==> config.mk <==
export PLATFORM = sky130hd
export DESIGN_NAME = rtn_xbar_gen
export DESIGN_NICKNAME = d
export VERILOG_FILES = /design/src/rtl/rtn_xbar_gen.sv
export SDC_FILE = /design/constraint.sdc
export NUM_CORES = 2
export LEC_CHECK = 0
export ABC_CLOCK_PERIOD_IN_PS = 33600
export CORE_ASPECT_RATIO = 1.5
export CORE_MARGIN = 2
export CORE_UTILIZATION = 50
export CTS_CLUSTER_SIZE = 12
export DETAILED_ROUTE_END_ITERATION = 8
export GPL_TIMING_DRIVEN = 0
export PLACE_DENSITY = 0.67
export SETUP_SLACK_MARGIN = 0.1
export SLEW_MARGIN = 20
export SYNTH_ARGS = -nofsm -noshare
export SYNTH_HDL_FRONTEND = slang
export SYNTH_MEMORY_MAX_BITS = 65536
export SYNTH_SLANG_ARGS = --single-unit
==> constraint.sdc <==
create_clock -name clk -period 33.6 [get_ports clk]
set_input_delay 6.72 -clock clk [delete_from_list [all_inputs] [get_ports clk]]
set_output_delay 6.72 -clock clk [all_outputs]
set_load 0.005 [all_outputs]
==> src/rtl/rtn_xbar_gen.sv <==
// rtn_xbar_gen: per-bank response FIFOs routed to channels through round-robin arbiters.
// Define RTN_XBAR_OUT_REG_EN to insert a registered output stage on every channel.
module rtn_xbar_gen #(
  parameter int  NUM_BANKS    = 4,
  parameter int  NUM_CHANNELS = 3,
  parameter int  DATA_W       = 128,
  parameter int  DEPTH        = 8,
  parameter type robWidth_t   = logic,
  localparam int CH_W = ($clog2(NUM_CHANNELS) > 1) ? $clog2(NUM_CHANNELS) : 1,
  localparam int BK_W = ($clog2(NUM_BANKS) > 1) ? $clog2(NUM_BANKS) : 1
) (
  input  logic                                clk,
  input  logic                                rst_n,
  input  logic [NUM_BANKS-1:0]                d_bank_rsp_valid,
  output logic [NUM_BANKS-1:0]                d_bank_rsp_ready,
  input  logic [NUM_BANKS-1:0][DATA_W-1:0]    d_bank_rsp_data,
  input  logic [NUM_BANKS-1:0][CH_W-1:0]      d_bank_rsp_channel_id,
  input  robWidth_t [NUM_BANKS-1:0]           d_bank_rsp_rob_id,
  output logic [NUM_CHANNELS-1:0]             u_channel_rsp_valid,
  input  logic [NUM_CHANNELS-1:0]             u_channel_rsp_ready,
  output logic [NUM_CHANNELS-1:0][DATA_W-1:0] u_channel_rsp_data,
  output logic [NUM_CHANNELS-1:0][BK_W-1:0]   u_channel_rsp_bank_id,
  output robWidth_t [NUM_CHANNELS-1:0]        u_channel_rsp_rob_id,
  output logic [NUM_BANKS-1:0]                bad_ch_err
);
  localparam int AW = $clog2(DEPTH);
  logic [DATA_W-1:0]       r_data [NUM_BANKS][DEPTH];
  logic [CH_W-1:0]         r_ch   [NUM_BANKS][DEPTH];
  robWidth_t               r_rob  [NUM_BANKS][DEPTH];
  logic [AW:0]             r_wp   [NUM_BANKS];
  logic [AW:0]             r_rp   [NUM_BANKS];
  logic [NUM_BANKS-1:0]    w_full, w_empty, w_push, w_pop, w_cpop, w_badhd, r_bad;
  logic [DATA_W-1:0]       w_hd_data [NUM_BANKS];
  logic [CH_W-1:0]         w_hd_ch   [NUM_BANKS];
  robWidth_t               w_hd_rob  [NUM_BANKS];
  logic [NUM_CHANNELS-1:0] w_avl, w_take;
  logic [BK_W-1:0]         w_rr  [NUM_CHANNELS];
  logic [BK_W-1:0]         w_gnt [NUM_CHANNELS];
  logic [BK_W-1:0]         w_nxt [NUM_CHANNELS];
  logic [BK_W-1:0]         r_ptr [NUM_CHANNELS];
  always_comb begin
    for (int b = 0; b < NUM_BANKS; b++) begin
      w_full[b]           = (r_wp[b][AW-1:0] == r_rp[b][AW-1:0]) && (r_wp[b][AW] != r_rp[b][AW]);
      w_empty[b]          = r_wp[b] == r_rp[b];
      d_bank_rsp_ready[b] = rst_n && !w_full[b];
      w_push[b]           = d_bank_rsp_valid[b] && rst_n && !w_full[b];
      w_hd_data[b]        = r_data[b][r_rp[b][AW-1:0]];
      w_hd_ch[b]          = r_ch[b][r_rp[b][AW-1:0]];
      w_hd_rob[b]         = r_rob[b][r_rp[b][AW-1:0]];
      w_badhd[b]          = !w_empty[b] && (32'(w_hd_ch[b]) >= NUM_CHANNELS);
    end
  end
  // Round-robin scan: walk downward so the bank closest after r_ptr wins.
  always_comb begin
    logic [BK_W-1:0] w_ix;
    w_ix = '0;
    for (int c = 0; c < NUM_CHANNELS; c++) begin
      w_avl[c] = 1'b0;
      w_rr[c]  = '0;
      for (int i = NUM_BANKS - 1; i >= 0; i--) begin
        w_ix = BK_W'((32'(r_ptr[c]) + i) % NUM_BANKS);
        if (!w_empty[w_ix] && (32'(w_hd_ch[w_ix]) == c)) begin
          w_avl[c] = 1'b1;
          w_rr[c]  = w_ix;
        end
      end
    end
  end
  always_comb begin
    w_cpop = '0;
    for (int c = 0; c < NUM_CHANNELS; c++) begin
      w_nxt[c] = (32'(w_gnt[c]) == NUM_BANKS - 1) ? '0 : w_gnt[c] + 1'b1;
      if (w_take[c]) w_cpop[w_gnt[c]] = 1'b1;
    end
  end
  // A bad-channel head is flagged for one cycle, then dropped as that flag retires.
  assign w_pop      = w_cpop | r_bad;
  assign bad_ch_err = r_bad;
  always_ff @(posedge clk) begin
    for (int b = 0; b < NUM_BANKS; b++) begin
      if (w_push[b]) begin
        r_data[b][r_wp[b][AW-1:0]] <= d_bank_rsp_data[b];
        r_ch[b][r_wp[b][AW-1:0]]   <= d_bank_rsp_channel_id[b];
        r_rob[b][r_wp[b][AW-1:0]]  <= d_bank_rsp_rob_id[b];
      end
    end
  end
  always_ff @(posedge clk or negedge rst_n) begin
    if (!rst_n) begin
      for (int b = 0; b < NUM_BANKS; b++) begin
        r_wp[b] <= '0;
        r_rp[b] <= '0;
      end
      r_bad <= '0;
    end else begin
      for (int b = 0; b < NUM_BANKS; b++) begin
        r_wp[b] <= r_wp[b] + (AW+1)'(w_push[b]);
        r_rp[b] <= r_rp[b] + (AW+1)'(w_pop[b]);
      end
      r_bad <= w_badhd & ~r_bad;
    end
  end
`ifdef RTN_XBAR_OUT_REG_EN
  logic [NUM_CHANNELS-1:0]             r_ov;
  logic [NUM_CHANNELS-1:0][DATA_W-1:0] r_od;
  logic [NUM_CHANNELS-1:0][BK_W-1:0]   r_obk;
  robWidth_t [NUM_CHANNELS-1:0]        r_orob;
  always_comb begin
    for (int c = 0; c < NUM_CHANNELS; c++) begin
      w_gnt[c]  = w_rr[c];
      w_take[c] = w_avl[c] && (!r_ov[c] || u_channel_rsp_ready[c]);
    end
  end
  always_ff @(posedge clk or negedge rst_n) begin
    if (!rst_n) begin
      r_ov   <= '0;
      r_od   <= '0;
      r_obk  <= '0;
      r_orob <= '0;
      for (int c = 0; c < NUM_CHANNELS; c++) r_ptr[c] <= '0;
    end else begin
      for (int c = 0; c < NUM_CHANNELS; c++) begin
        if (w_take[c]) begin
          r_ov[c]   <= 1'b1;
          r_od[c]   <= w_hd_data[w_gnt[c]];
          r_obk[c]  <= w_gnt[c];
          r_orob[c] <= w_hd_rob[w_gnt[c]];
          r_ptr[c]  <= w_nxt[c];
        end else if (u_channel_rsp_ready[c]) begin
          r_ov[c] <= 1'b0;
        end
      end
    end
  end
  assign u_channel_rsp_valid   = r_ov;
  assign u_channel_rsp_data    = r_od;
  assign u_channel_rsp_bank_id = r_obk;
  assign u_channel_rsp_rob_id  = r_orob;
`else
  logic [NUM_CHANNELS-1:0] r_lock;
  logic [BK_W-1:0]         r_lock_bk [NUM_CHANNELS];
  always_comb begin
    for (int c = 0; c < NUM_CHANNELS; c++) begin
      w_gnt[c]                 = r_lock[c] ? r_lock_bk[c] : w_rr[c];
      u_channel_rsp_valid[c]   = r_lock[c] || w_avl[c];
      w_take[c]                = u_channel_rsp_valid[c] && u_channel_rsp_ready[c];
      u_channel_rsp_data[c]    = u_channel_rsp_valid[c] ? w_hd_data[w_gnt[c]] : '0;
      u_channel_rsp_bank_id[c] = u_channel_rsp_valid[c] ? w_gnt[c] : '0;
      u_channel_rsp_rob_id[c]  = u_channel_rsp_valid[c] ? w_hd_rob[w_gnt[c]] : '0;
    end
  end
  always_ff @(posedge clk or negedge rst_n) begin
    if (!rst_n) begin
      r_lock <= '0;
      for (int c = 0; c < NUM_CHANNELS; c++) begin
        r_lock_bk[c] <= '0;
        r_ptr[c]     <= '0;
      end
    end else begin
      for (int c = 0; c < NUM_CHANNELS; c++) begin
        r_lock[c]    <= u_channel_rsp_valid[c] && !u_channel_rsp_ready[c];
        r_lock_bk[c] <= w_gnt[c];
        if (w_take[c]) r_ptr[c] <= w_nxt[c];
      end
    end
  end
`endif
endmodule

# Word-level counts from Yosys, hierarchy flattened
# Memories as Yosys holds them, arrays and structs flattened.
# Index checks and enable logic that the tools add are counted.
[word_totals]
ramBits = 4192
word_cells = 416
inputBits = 533
register_bits = 51
mem_count = 3
latchBits = 0
rom_bits = 0
out_inout_bits = 404
[mem_list]
columns = ["name", "depth", "word_bits", "read_ports", "rd_clocked_by_memory_dff", "write_ports", "line", "source"]
rows = [
  ["r_data", 4, 1024, 4, 0, 4, "27", "logic [DATA_W-1:0] r_data [NUM_BANKS][DEPTH];"],
  ["r_ch", 4, 16, 4, 0, 4, "28", "logic [CH_W-1:0] r_ch [NUM_BANKS][DEPTH];"],
  ["r_rob", 4, 8, 4, 0, 4, "29", "robWidth_t r_rob [NUM_BANKS][DEPTH];"],
]
[classes]
mul = 0
n_eq_ne = 23
shifts = 0
add_sub_neg = 20
reduce_logical = 75
magnitude_cmp = 49
div = 0
bitwise = 28
mux = 202
[op_table]
columns = ["cell", "n"]
rows = [
  ["1024-bit two-way mux", 4],
  ["128-bit two-way mux", 21],
  ["128-bit binary-select mux with 3-bit select", 4],
  ["128-bit demux with 3-bit select", 4],
  ["128-bit binary-select mux with 2-bit select", 3],
  ["2-bit two-way mux", 57],
  ["16-bit two-way mux", 4],
  ["1-bit two-way mux", 52],
  ["2-bit binary-select mux with 2-bit select", 12],
  ["3-bit greater-or-equal comparator, second input constant", 15],
  ["1-bit logical AND", 45],
  ["2-bit by 3-bit less-than comparator with 1-bit output, second input constant", 15],
  ["2-bit NOT with 3-bit output", 15],
  ["4-bit by 1-bit adder with 4-bit output", 8],
  ["4-bit greater-or-equal comparator, second input constant", 8],
  ["8-bit two-way mux", 4],
  ["3-bit NOT with 4-bit output", 8],
  ["1-bit binary-select mux with 2-bit select", 15],
  ["2-bit binary-select mux with 3-bit select", 4],
  ["2-bit demux with 3-bit select", 4],
  ["1-bit logical NOT", 23],
  ["4-bit equality test", 4],
  ["4-bit by 1-bit less-than comparator with 1-bit output, second input constant", 4],
  ["2-bit equality test, second input constant", 7],
  ["other kinds (16)", 57],
]

# Logic depth before layout (Yosys ltp)
[depth]
word_depth = 25
depth_mapped = 18

# Worst setup path before layout
# OpenSTA, ideal clock, no wires.
[synth_timing]
path_type = "in2reg"
start = "input port rst_n"
end = "memory r_ch[0][14] in the netlist's numbering, enable pin"
arrival_time_ps = 16111
setup_slack_ps = 16707
n_path_buf = 0
stages = 4
cell_sequence = "a21boi_0 and2_1 nand2b_1 nor3_1"
[synth_lines]
columns = ["element", "line", "source"]
rows = [
  ["from (decl)", "13", "input logic rst_n,"],
  ["to (decl)", "28", ""],
]

# Worst setup path in the final report
[layout_timing]
start = "input port rst_n"
end = "output port d_bank_rsp_ready[1]"
[layout_via]
elab_chain_cells = 1
[layout_lines]
columns = ["element", "line", "source"]
rows = [
  ["1-bit logical AND", "45", "d_bank_rsp_ready[b] = rst_n && !w_full[b];"],
  ["to (decl)", "15", "output logic [NUM_BANKS-1:0] d_bank_rsp_ready,"],
]
# No other way between the ends.

==> reports/metrics.csv <==
stage,metric,value,unit
logic_synthesis,Main synth FF type,edfxtp_1,
grt,first-pass GRT wire length,884000,um
cts,Post-CTS Setup Bufs,0,
worst_hold_path,Worst Hold Class,reg -> reg,
cts,CTS Buf Count,410,
grt,initial antenna violation count,217,
logic_synthesis,Synth top cells by count,"4,192 x edfxtp_1, 1,042 x mux4_2, 780 x mux2i_1",
cells_and_area,final net count,11839,
sta,Tightest Pin Transition,1.24,ns
grt,total grt overflow,0,
logic_synthesis,most frequent cell after synthesis,edfxtp_1,
drt,final antenna-violating net count,0,
logic_synthesis,Mean Syn Cell Area,19.0,um^2
cts,Root Driver,clkbuf_16,
grt,largest net degree at the start of global routing,46,
cells_and_area,layout cells sized above 1,23.0,%
sta,fin. max-slew vios,0,
critical_path,WP data required,26.88,ns
sta,RSZ-0062 raised after global routing,false,
logic_synthesis,Syn Nets,10124,
critical_path,CP peak stage delay,0.81,ns
drt,DR vias/cell,6.58,
cts,Skew-Pair Late Insertion Delay,0.99,ns
place,GP Congestion,0.983,
place,IO Port Bufs,935,
sta,Tmin final,15.51,ns
drt,drt first-iter violations,14452,
sta,Max Clock Skew,0.0513,ns
critical_path,critical path launch point type,primary input,
grt,vias in the first global route,105997,
drt,drt first pass iters,7,
cts,Max Buffers Root-to-Sink,4,
critical_path,Setup crit end kind,output port,
drt,drt total wl,658000,um
sta,Final Hold Vio Count,0,
grt,GR Util All Layers,35.4,%
logic_synthesis,"top cells by area, synth","edfxtp_1 69%, mux4_2 13%, mux2i_1 4.3%",
logic_synthesis,Post-synth EDFFs,4192,
sta,Worst slew margin,17.3,%
cts,TritonCTS clock tree,done,
drt,DRC violations left,0,
cells_and_area,post-layout util,59.4,%
logic_synthesis,synth warn,0,
run,maxcap violations,0,
sta,Final setup viols,0,
place,DPL Wire Length,501000,um
cts,post-CTS sizing,0,
logic_synthesis,#FFs+latches synth,4243,
logic_synthesis,asr flop ratio synth,1.20,%
sta,setup_tns,0,ns
cts,H-tree depth,5,
logic_synthesis,Synth Cell Area,0.182,mm^2
critical_path,Critical-path top delay cell,a21boi_1,
critical_path,CP cell instances,"buf_4, buf_16, a21boi_1, clkdlybuf4s50_1",
sta,period utilization,46.2,%
critical_path,critical path type,in -> out,
floorplan,die height,742,um
logic_synthesis,Netlist cell types,64,
status,run status,"finished, final reports clean",
sta,f_max,0.0645,GHz
critical_path,CP arrival,8.79,ns
floorplan,Die Span X,496,um
logic_synthesis,sequential fraction of the synthesis area,70.0,%
logic_synthesis,Synth Instances,9569,
floorplan,I/O pins,937,
drt,WL/cell,40.3,um
drt,DR vias,107213,
cells_and_area,area grow syn2layout,18.4,%
cts,cts hold-fix bufs,0,
logic_synthesis,share of the synthesized area in the top cell type,69.3,%
cts,TritonCTS Sinks,4243,
floorplan,Initial Util,50.1,%
sta,hold slack,0.488,ns
floorplan,die area,0.368,mm^2
critical_path,CP Max Fanout,45,
floorplan,core box area,0.362,mm^2
logic_synthesis,Yosys top cell by area,edfxtp_1,
floorplan,cell row count,271,
cts,clock transition at the registers of the reported paths,0.06,ns
layout by cell type (no fill, tap or decap), types with 62 or more instances in the layout:
master / instances
edfxtp_1: 4192
o21a_1: 128
buf_4: 148
o22ai_1: 128
buf_16: 101
buf_6: 62
nor3_1: 259
buf_12: 88
clkdlybuf4s50_1: 934
mux4_2: 1042
a2bb2oi_1: 255
clkbuf_16: 416
nand2_1: 312
mux2i_1: 778
o211ai_1: 257
o221ai_1: 257
diode_2: 88
nor2_1: 274
buf_2: 110
mux2_2: 522
clkbuf_1: 475
a21oi_1: 138
buf_1: 135
cell type report:
cell class                 count  area, um^2
antenna                       88         220
buffer                       706        3060
clock buffer                 514       10800
clock inverter                55         613
fill                       26343      147000
inverter                      19        71.3
multi-input combinational   4601       51600
sequential                  4243      127000
tap                         4777        5980
timing repair buffer        1303       15400
through the flow:
stage | instance area [um^2] | std cells | setup slack (ns)
5_1_grt | 215000 | 16246 | 18.09
4_1_cts | 215000 | 16216 | 17.99
3_5_place_dp | 203000 | 15647 | 17.99
3_3_place_gp | 197000 | 15281 | 3.07
2_1_floorplan | 182000 | 9569 | 16.71
6_report | 215000 | 16306 | 18.09
flip-flops by register name, summed over array words and instances, names as in the netlist, 4 cells and up:
| signal | count |
|---|---|
| r_ptr | 6 |
| r_data | 4096 |
| bad_ch_err | 4 |
| r_ch | 64 |
| r_rob | 32 |
| r_wp | 16 |
| r_lock_bk | 6 |
| r_rp | 16 |
kinds of logic (layout without fill, tap and decap cells):
logic type                 count (synthesis)  count (layout)  share of synthesized area [%]
DFF                                     4243            4243                           70.0
muxes                                   2348            2348                           20.5
AOI/OAI and AO/OA                       1231            1231                           5.16
and+or+nand+nor                          967             967                           2.32
buffers and inverters                    725            2597                           1.69
xor gates and xnor gates                  33              33                          0.159
adders and majority gates                 22              22                          0.152
other                                      0              88                              0
worst max-delay path: cells and delay by family:
kind	cells	cell delay, ns
buf+inv	3	1.17
compound gates	1	0.81
routing by layer:
layer	GRT usage, %	wire length, um	up-vias
met5	0	989	-
met4	24.7	55800	154
met2	55.2	308000	6188
met3	10.8	70800	1476
li1	-	-	43544
met1	42.0	223000	55851
path summary, 6_finish.rpt:
kind | from | endpoint | slack, ns | depth (start not counted)
setup / recovery | rst_n | d_bank_rsp_ready[1] | 18.09 | 4
hold / removal | r_rp[3] | r_rp[3] | 0.49 | 1
setup reg to reg | r_rp[14] | r_rp[2] | 27.17 | 16
hold reg to reg | r_rp[3] | r_rp[3] | 0.49 | 1
max in group asynchronous | rst_n | r_rp[6] | 27.39 | 2
min in group asynchronous | rst_n | r_wp[2] | 5.58 | 1
Power is left out: the tool's default activity adds up to more than one toggle a clock period on the data nets, which glitch-free logic cannot reach.
